===== src/rtl/bounded_sweep_counter.sv =====
`default_nettype none
// ============================================================================
// Module  : bounded_sweep_counter
// Brief   : Up/down sweep counter with run-time bounds, step and four sweep modes.
// Revision: 1.0 - initial release
// ============================================================================
module bounded_sweep_counter #(
    parameter int WIDTH = 4
) (
    input  logic             clk,
    input  logic             rst,
    input  logic             enable_i,
    input  logic             cfg_load_i,
    input  logic [WIDTH-1:0] cfg_lo_i,
    input  logic [WIDTH-1:0] cfg_hi_i,
    input  logic [WIDTH-1:0] cfg_step_i,
    input  logic [1:0]       cfg_mode_i,
    output logic [WIDTH-1:0] out_o,
    output logic             direction_o,
    output logic             turn_o,
    output logic             done_o,
    output logic             cfg_err_o
);

    typedef enum logic [1:0] {
        MODE_PINGPONG  = 2'b00,
        MODE_WRAP_UP   = 2'b01,
        MODE_WRAP_DOWN = 2'b10,
        MODE_ONE_SHOT  = 2'b11
    } mode_t;

    localparam logic [WIDTH:0] c_one_x = {{WIDTH{1'b0}}, 1'b1};

    logic [WIDTH-1:0] lo_q,   lo_d;
    logic [WIDTH-1:0] hi_q,   hi_d;
    logic [WIDTH-1:0] step_q, step_d;
    mode_t            mode_q, mode_d;
    logic [WIDTH-1:0] out_q,  out_d;
    logic             dir_q,  dir_d;
    logic             turn_q, turn_d;
    logic             done_q, done_d;
    logic             err_q,  err_d;

    // All arithmetic is one bit wider than the count so nothing wraps modulo 2^WIDTH.
    logic [WIDTH:0] w_step_x;
    logic [WIDTH:0] w_out_x;
    logic [WIDTH:0] w_lo_x;
    logic [WIDTH:0] w_hi_x;
    logic [WIDTH:0] w_up_sum;
    logic [WIDTH:0] w_dn_diff;
    logic [WIDTH:0] w_lo_plus;
    logic [WIDTH:0] w_hi_minus;
    logic           w_up_over;
    logic           w_dn_under;
    logic           w_lo_plus_over;
    logic           w_hi_minus_under;
    logic           w_frozen;

    assign w_step_x  = (step_q == '0) ? c_one_x : {1'b0, step_q};
    assign w_out_x   = {1'b0, out_q};
    assign w_lo_x    = {1'b0, lo_q};
    assign w_hi_x    = {1'b0, hi_q};
    assign w_up_sum  = w_out_x + w_step_x;
    assign w_dn_diff = w_out_x - w_step_x;
    assign w_lo_plus = w_lo_x + w_step_x;
    assign w_hi_minus = w_hi_x - w_step_x;

    assign w_up_over        = (w_up_sum > w_hi_x);
    assign w_dn_under       = ($signed(w_dn_diff) < $signed(w_lo_x));
    assign w_lo_plus_over   = (w_lo_plus > w_hi_x);
    assign w_hi_minus_under = ($signed(w_hi_minus) < $signed(w_lo_x));
    assign w_frozen         = err_q | done_q;

    always_comb begin
        lo_d   = lo_q;
        hi_d   = hi_q;
        step_d = step_q;
        mode_d = mode_q;
        out_d  = out_q;
        dir_d  = dir_q;
        turn_d = 1'b0;
        done_d = done_q;
        err_d  = err_q;

        if (cfg_load_i) begin
            lo_d   = cfg_lo_i;
            hi_d   = cfg_hi_i;
            step_d = cfg_step_i;
            mode_d = mode_t'(cfg_mode_i);
            if (cfg_lo_i >= cfg_hi_i) begin
                err_d = 1'b1;
                out_d = cfg_lo_i;
            end else begin
                err_d  = 1'b0;
                done_d = 1'b0;
                if (mode_t'(cfg_mode_i) == MODE_WRAP_DOWN) begin
                    out_d = cfg_hi_i;
                    dir_d = 1'b0;
                end else begin
                    out_d = cfg_lo_i;
                    dir_d = 1'b1;
                end
            end
        end else if (enable_i && !w_frozen) begin
            case (mode_q)
                MODE_PINGPONG: begin
                    if (dir_q) begin
                        if (out_q < hi_q) begin
                            out_d = w_up_over ? hi_q : w_up_sum[WIDTH-1:0];
                        end else begin
                            out_d  = w_hi_minus_under ? lo_q : w_hi_minus[WIDTH-1:0];
                            dir_d  = 1'b0;
                            turn_d = 1'b1;
                        end
                    end else begin
                        if (out_q > lo_q) begin
                            out_d = w_dn_under ? lo_q : w_dn_diff[WIDTH-1:0];
                        end else begin
                            out_d  = w_lo_plus_over ? hi_q : w_lo_plus[WIDTH-1:0];
                            dir_d  = 1'b1;
                            turn_d = 1'b1;
                        end
                    end
                end
                MODE_WRAP_UP: begin
                    dir_d = 1'b1;
                    if (!w_up_over) begin
                        out_d = w_up_sum[WIDTH-1:0];
                    end else begin
                        out_d  = lo_q;
                        turn_d = 1'b1;
                    end
                end
                MODE_WRAP_DOWN: begin
                    dir_d = 1'b0;
                    if (!w_dn_under) begin
                        out_d = w_dn_diff[WIDTH-1:0];
                    end else begin
                        out_d  = hi_q;
                        turn_d = 1'b1;
                    end
                end
                MODE_ONE_SHOT: begin
                    // Clamp at hi and latch done on the same edge; done then freezes the count.
                    dir_d = 1'b1;
                    if (w_up_sum >= w_hi_x) begin
                        out_d  = hi_q;
                        done_d = 1'b1;
                    end else begin
                        out_d = w_up_sum[WIDTH-1:0];
                    end
                end
                default: begin
                    out_d = out_q;
                end
            endcase
        end
    end

    always_ff @(posedge clk) begin
        if (rst) begin
            lo_q   <= '0;
            hi_q   <= '1;
            step_q <= {{(WIDTH-1){1'b0}}, 1'b1};
            mode_q <= MODE_PINGPONG;
            out_q  <= '0;
            dir_q  <= 1'b1;
            turn_q <= 1'b0;
            done_q <= 1'b0;
            err_q  <= 1'b0;
        end else begin
            lo_q   <= lo_d;
            hi_q   <= hi_d;
            step_q <= step_d;
            mode_q <= mode_d;
            out_q  <= out_d;
            dir_q  <= dir_d;
            turn_q <= turn_d;
            done_q <= done_d;
            err_q  <= err_d;
        end
    end

    assign out_o       = out_q;
    assign direction_o = dir_q;
    assign turn_o      = turn_q;
    assign done_o      = done_q;
    assign cfg_err_o   = err_q;

endmodule
`default_nettype wire


===== config.mk =====
export PLATFORM = sky130hd
export DESIGN_NAME = bounded_sweep_counter
export DESIGN_NICKNAME = d
export VERILOG_FILES = /design/src/rtl/bounded_sweep_counter.sv
export SDC_FILE = /design/constraint.sdc
export NUM_CORES = 1
export LEC_CHECK = 0
export ABC_AREA = 1
export BUFFER_PORTS_ARGS = -buffer_cell sky130_fd_sc_hd__buf_2
export CAP_MARGIN = 20
export CORE_UTILIZATION = 50
export DETAILED_ROUTE_END_ITERATION = 10
export PLACE_DENSITY = 0.76
export SLEW_MARGIN = 20
export SYNTH_ARGS = -nofsm -noshare
export SYNTH_HDL_FRONTEND = slang
export SYNTH_SLANG_ARGS = --single-unit

===== constraint.sdc =====
create_clock -name clk -period 7 [get_ports clk]
set_input_delay 0.7 -clock clk [delete_from_list [all_inputs] [get_ports clk]]
set_output_delay 0.7 -clock clk [all_outputs]
set_load 0.01 [all_outputs]

; ---- Yosys cells after proc, flatten, opt, wreduce, memory -nomap -nowiden
; Index checks and enable logic that the tools add are counted.
[word_totals]
out_inout_bits = 8
word_cells = 74
in_bits = 18
register_bits = 22
[op_classes]
n_reduce_logical = 11
add_sub_neg = 4
mux = 35
eq_ne = 5
order_cmp = 8
bitwise = 2
[ops]
columns = cell, count
row1 = $mux 4, 15
row2 = $mux 1, 17
row3 = $pmux 4 s4, 1
row4 = $add 4x4->5, 2
row5 = $gt 5x4->1, 2
row6 = $lt 5x5->1, 2
row7 = $sub 4x4->5, 2
row8 = $eq 2x2->1 const B, 3
row9 = $pmux 1 s3, 2
row10 = $reduce_bool 2->1, 3
row11 = $ge 5x4->1, 1
row12 = $ge 4x4->1, 1
row13 = $gt 4x4->1, 1
row14 = $logic_not 4->1, 1
row15 = $lt 4x4->1, 1
row16 = $reduce_and 4->1, 1
row17 = $reduce_or 3->1, 1
row18 = $eq 2x1->1 const B, 1
row19 = $logic_not 2->1, 1
row20 = $ne 2x2->1 const B, 1
row21 = $reduce_and 2->1, 1
row22 = $reduce_or 2->1, 1
row23 = $logic_and 1x1->1, 1
row24 = $logic_not 1->1, 1
row25 = 2 further kinds, 2

; ---- Longest topological paths before layout
[depth]
word_depth = 10
ltp_mapped = 22

; ---- Worst setup path before layout
; No wires, ideal clock.
[synth_path]
kind = register to register
from = register step_q[1]
to = register out_q[1] (netlist: out_o[1])
arrival_time_ns = 3.040
stages_incl_launch_ff = 20
setup_time_ns = 0.132
synth_period_minus_slack_ns = 3.172
n_path_buf = 0
setup_slack_ns = 3.828
path_cell_list = dfxtp_1 -> inv_1 -> a31o_2 -> ha_1 -> inv_1 -> fa_1 -> xor2_1 -> ha_1 -> nand2_1 -> nand2_1 -> a21oi_1 -> nand3_4 -> nand2_4 -> nand2_1 -> inv_2 -> nor2_1 -> nor2_1 -> nand3_1 -> nand3_1 -> a21oi_1
[synth_via]
elab_chain_cells = 10
word_cells_on_any_way = 24
[synth_rtl]
columns = item, line_no
row1 = from (decl), 36  ; logic [WIDTH-1:0] step_q, step_d;
row2 = from (signal assigned), 164  ; step_q <= {{(WIDTH-1){1'b0}}, 1'b1};
row3 = from (signal assigned), 174  ; step_q <= step_d;
row4 = $logic_not 4->1, 59  ; assign w_step_x = (step_q == '0) ? c_one_x : {1'b0, step_q};
row5 = $mux 4 *, 59
row6 = "$add 4x4->5, or another cell as far along", 65  ; assign w_lo_plus = w_lo_x + w_step_x;
row7 = "$gt 5x4->1, or another cell as far along", 70  ; assign w_lo_plus_over = (w_lo_plus > w_hi_x);
row8 = $mux 4 (on tied branches), -
row9 = $mux 4 (on tied branches), "116, 108"
row10 = $mux 4, 107  ; if (dir_q) begin
row11 = $pmux 4 s4 *, 105  ; case (mode_q)
row12 = $mux 4 *, 104  ; end else if (enable_i && !w_frozen) begin
row13 = $mux 4 *, 85  ; if (cfg_load_i) begin
row14 = to (signal assigned), 176  ; out_q <= out_d;
row15 = to (decl), 38  ; logic [WIDTH-1:0] out_q, out_d;
; Every way passes the cells marked *; elsewhere a longest branch is shown, timed or not. The select of a mux whose other input is x is not followed.
; A chain may end at the register's enable or synchronous reset.

; ---- Final worst setup path
[layout_path]
from = register step_q[1]
to = register out_q[3] (netlist: out_o[3])
; Same word-level chain as after synthesis.

==> impl_metrics.py <==
metrics = {
    "status": {
        "status": "finished, final reports clean",
    },
    "cells_and_area": {
        "syn2layout_area_growth_pct": 8.12,
        "final_net_count": 506,
        "drive_above_1_share_pct": 11.1,
        "antenna_cells": 0,
        "utilization_pct": 57.0,
    },
    "worst_hold_path": {
        "hp-class": "reg -> reg",
    },
    "critical_path": {
        "crit_top_cell": "a21oi_1",
        "worst_path_max_delay_cell": "fa_1",
        "required_ps": 7210,
        "critPathBufInv": 2,
        "cp_top_family": "adder cells",
        "crit_path_start_kind": "flop",
        "arrival_ps": 3780,
        "cp_cell_sequence": "inv_1, a31o_2, ha_1, inv_1, fa_1, xor2_1, ha_1, nand2_1, nand2_1, a21oi_1, nand3_4, nand2_4, nand2_2, a21oi_1, nor2_1, nand3_1, nand3_1, a21oi_1",
        "critPathMaxFanout": 10,
        "critical_path.max_stage_delay_ps": 430,
        "crit_type": "reg -> reg",
        "critPathCaptureType": "flop",
    },
    "drt": {
        "drt_first_pass_iters": 5,
        "ant_nets": 0,
        "wire_per_inst_um": 15.2,
        "drcViolationCount": 0,
        "via_per_inst": 5.58,
        "drt_iter0_drc": 190,
        "drt_wl_total_um": 7790,
        "vias": 2850,
    },
    "clocking": {
        "path_clk_slew_ps": 90,
        "postCtsSetupRepairBufs": 0,
        "cts.sink_count": 22,
        "clockBufferDepth": 2,
        "clk_latency_ps": 270,
        "cts_max_level": 1,
        "root_buffer": "clkbuf_8",
        "holdBufCountCts": 0,
        "cts-resized-gates": 0,
        "cts_tree": "yes",
        "cts_buffers": 3,
    },
    "sta": {
        "worst_slew_pin_slew_ps": 579,
        "finalMaxSlewViolations": 0,
        "setup-tns-final_ps": 0,
        "rsz0062_at_grt": "false",
        "relSlewSlack_pct": 61.3,
        "fmax_mhz": 280,
        "timing.final.crit_share_pct": 51.1,
        "finalSetupViolCount": 0,
        "fin_crit_ps": 3580,
        "hold_violations": 0,
        "skew_ps": 1.73,
        "fin_ws_ps": 3420,
    },
    "floorplanning": {
        "rows": 26,
        "core_area_um2": 5200,
        "die_x_um": 76.1,
        "initial_core_util_pct": 52.7,
        "pin_count": 26,
        "dieArea_um2": 5790,
        "die_h_um": 76.1,
    },
    "synthesis": {
        "ys_warn_count": 0,
        "synthCells": 420,
        "synth_nets": 484,
        "ys_ff_latch": 22,
        "synth_top_area_share_pct": 19.2,
        "synth_area_um2": 2740,
        "synthFlopType": "dfxtp_1",
        "yosysUniqueCellTypes": 37,
        "avgSynthCellArea_um2": 6.53,
        "synth_edf_count": 0,
        "ys_seq_area_share_pct": 16.1,
        "synth_area_leader_cell": "ha_1",
        "synthArstFlopShare_pct": 0,
        "synth_area_leaders": "ha_1, dfxtp_1, nand2_1",
    },
    "job": {
        "max-cap-violations": 0,
    },
    "global_route": {
        "overflow": 0,
        "grt_first_pass_wirelength_um": 12500,
        "grt_max_degree": 22,
        "grt_pass1_vias": 2589,
        "antenna_found_initial": 0,
        "grtUsageTotal_pct": 27.2,
    },
    "pwr": {
        "power_density_nw_per_um2": 193,
        "irDropWorstVdd_uv": 168,
        "finalPower_w": 0.000573,
        "static-leakage-power_nw": 1.60,
    },
    "place": {
        "dp_slack_ps": 3430,
        "port_buffers": 25,
        "hpwlAfterDp_um": 6350,
        "routabilityCongestion": 0.999,
    },
}
==> state kept, by name (all words and copies together), names as in the netlist <==
name and flops:
hi_q 4, lo_q 4, out_o 4, step_q 4, mode_q 2, cfg_err_o 1
direction_o 1, done_o 1, turn_o 1
==> routing by layer <==
layer	GRT usage, %	share of wire [%]	vias to the layer above	routed length, µm
li1	-	-	1434	-
met3	2.40	7.5	19	584
met1	36.4	44	1274	3420
met5	0	0	-	0
met4	8.46	2.6	0	202
met2	46.3	46	123	3580
==> synth_stat cells (2+ instances only) <==
cell type and instances:
o21ai_0 13, nand2_4 2, nand3_4 2, nand4_1 7, nand3_1 58, a21oi_1 37
ha_1 42, nand2_1 99, a32oi_1 2, inv_1 61, dfxtp_1 22, inv_2 5
nand2_2 4, xor2_1 6, nand3b_1 2, clkbuf_1 6, nor2_1 22, buf_6 2
nor3_1 4, fa_1 4, o21bai_1 4
==> worst paths after layout <==
path	from	end	slack, ps	cells past startpoint
worst max-delay path	step_q[1]	out_o[3]	3420	18
worst min-delay path	done_o	done_o	480	2
worst max register to register	step_q[1]	out_o[3]	3420	18
worst min register to register	done_o	done_o	480	2
==> through the flow <==
| step | std cells | hold slack (ps) | area (µm²) |
|---|---|---|---|
| after floorplan | 420 | 430 | 2740 |
| after global placement | 507 | 456 | 2910 |
| after detailed placement | 507 | 466 | 2910 |
| after CTS | 511 | 479 | 2970 |
| after global routing | 511 | 524 | 2970 |
| final | 511 | 480 | 2970 |
==> worst min-delay path, delay by kind of cell, from the launching register on <==
family,cells,cell delay [ps]
DFF,1,320
buffers and inverters,1,60
AOI/OAI and AO/OA,1,60
==> cell families (layout without fill, tap and decap cells) <==
| family | after synthesis | count (layout) | share of synthesized area, % |
|---|---|---|---|
| buf+inv | 76 | 97 | 11.0 |
| fa+ha+maj | 46 | 46 | 22.1 |
| flops | 22 | 22 | 16.1 |
| compound gates | 65 | 65 | 13.4 |
| xor+xnor | 7 | 7 | 2.51 |
| simple gates | 204 | 204 | 34.9 |
==> cells in the final DEF, fill, tap and decap left out, types with 5 or more instances in the layout <==
cell     Yosys  routed
xor2_1       6       6
nand3_1     58      58
a21oi_1     37      37
buf_2        0      25
inv_2        5       5
o21ai_0     13      13
dfxtp_1     22      22
nand2_1     99      99
ha_1        42      42
inv_1       61      61
nand4_1      7       7
nor2_1      22      22
==> report_power, final <==
group | internal [W] | leakage, nW | switching (W)
clock | 0.0000503 | 0.0288 | 0.0000457
combinational | 0.000115 | 1.39 | 0.000210
sequential | 0.000135 | 0.182 | 0.0000172
total | 0.000300 | 1.60 | 0.000273
==> area by class of cell <==
type	count	area, µm²
Timing Repair Buffer	25	125
Tap cell	70	87.6
Sequential cell	22	440
Clock buffer	4	55.1
Fill cell	528	2240
Inverter	68	258
Multi-Input combinational cell	322	2000
Note: power is estimated with default switching activity, not from simulation.
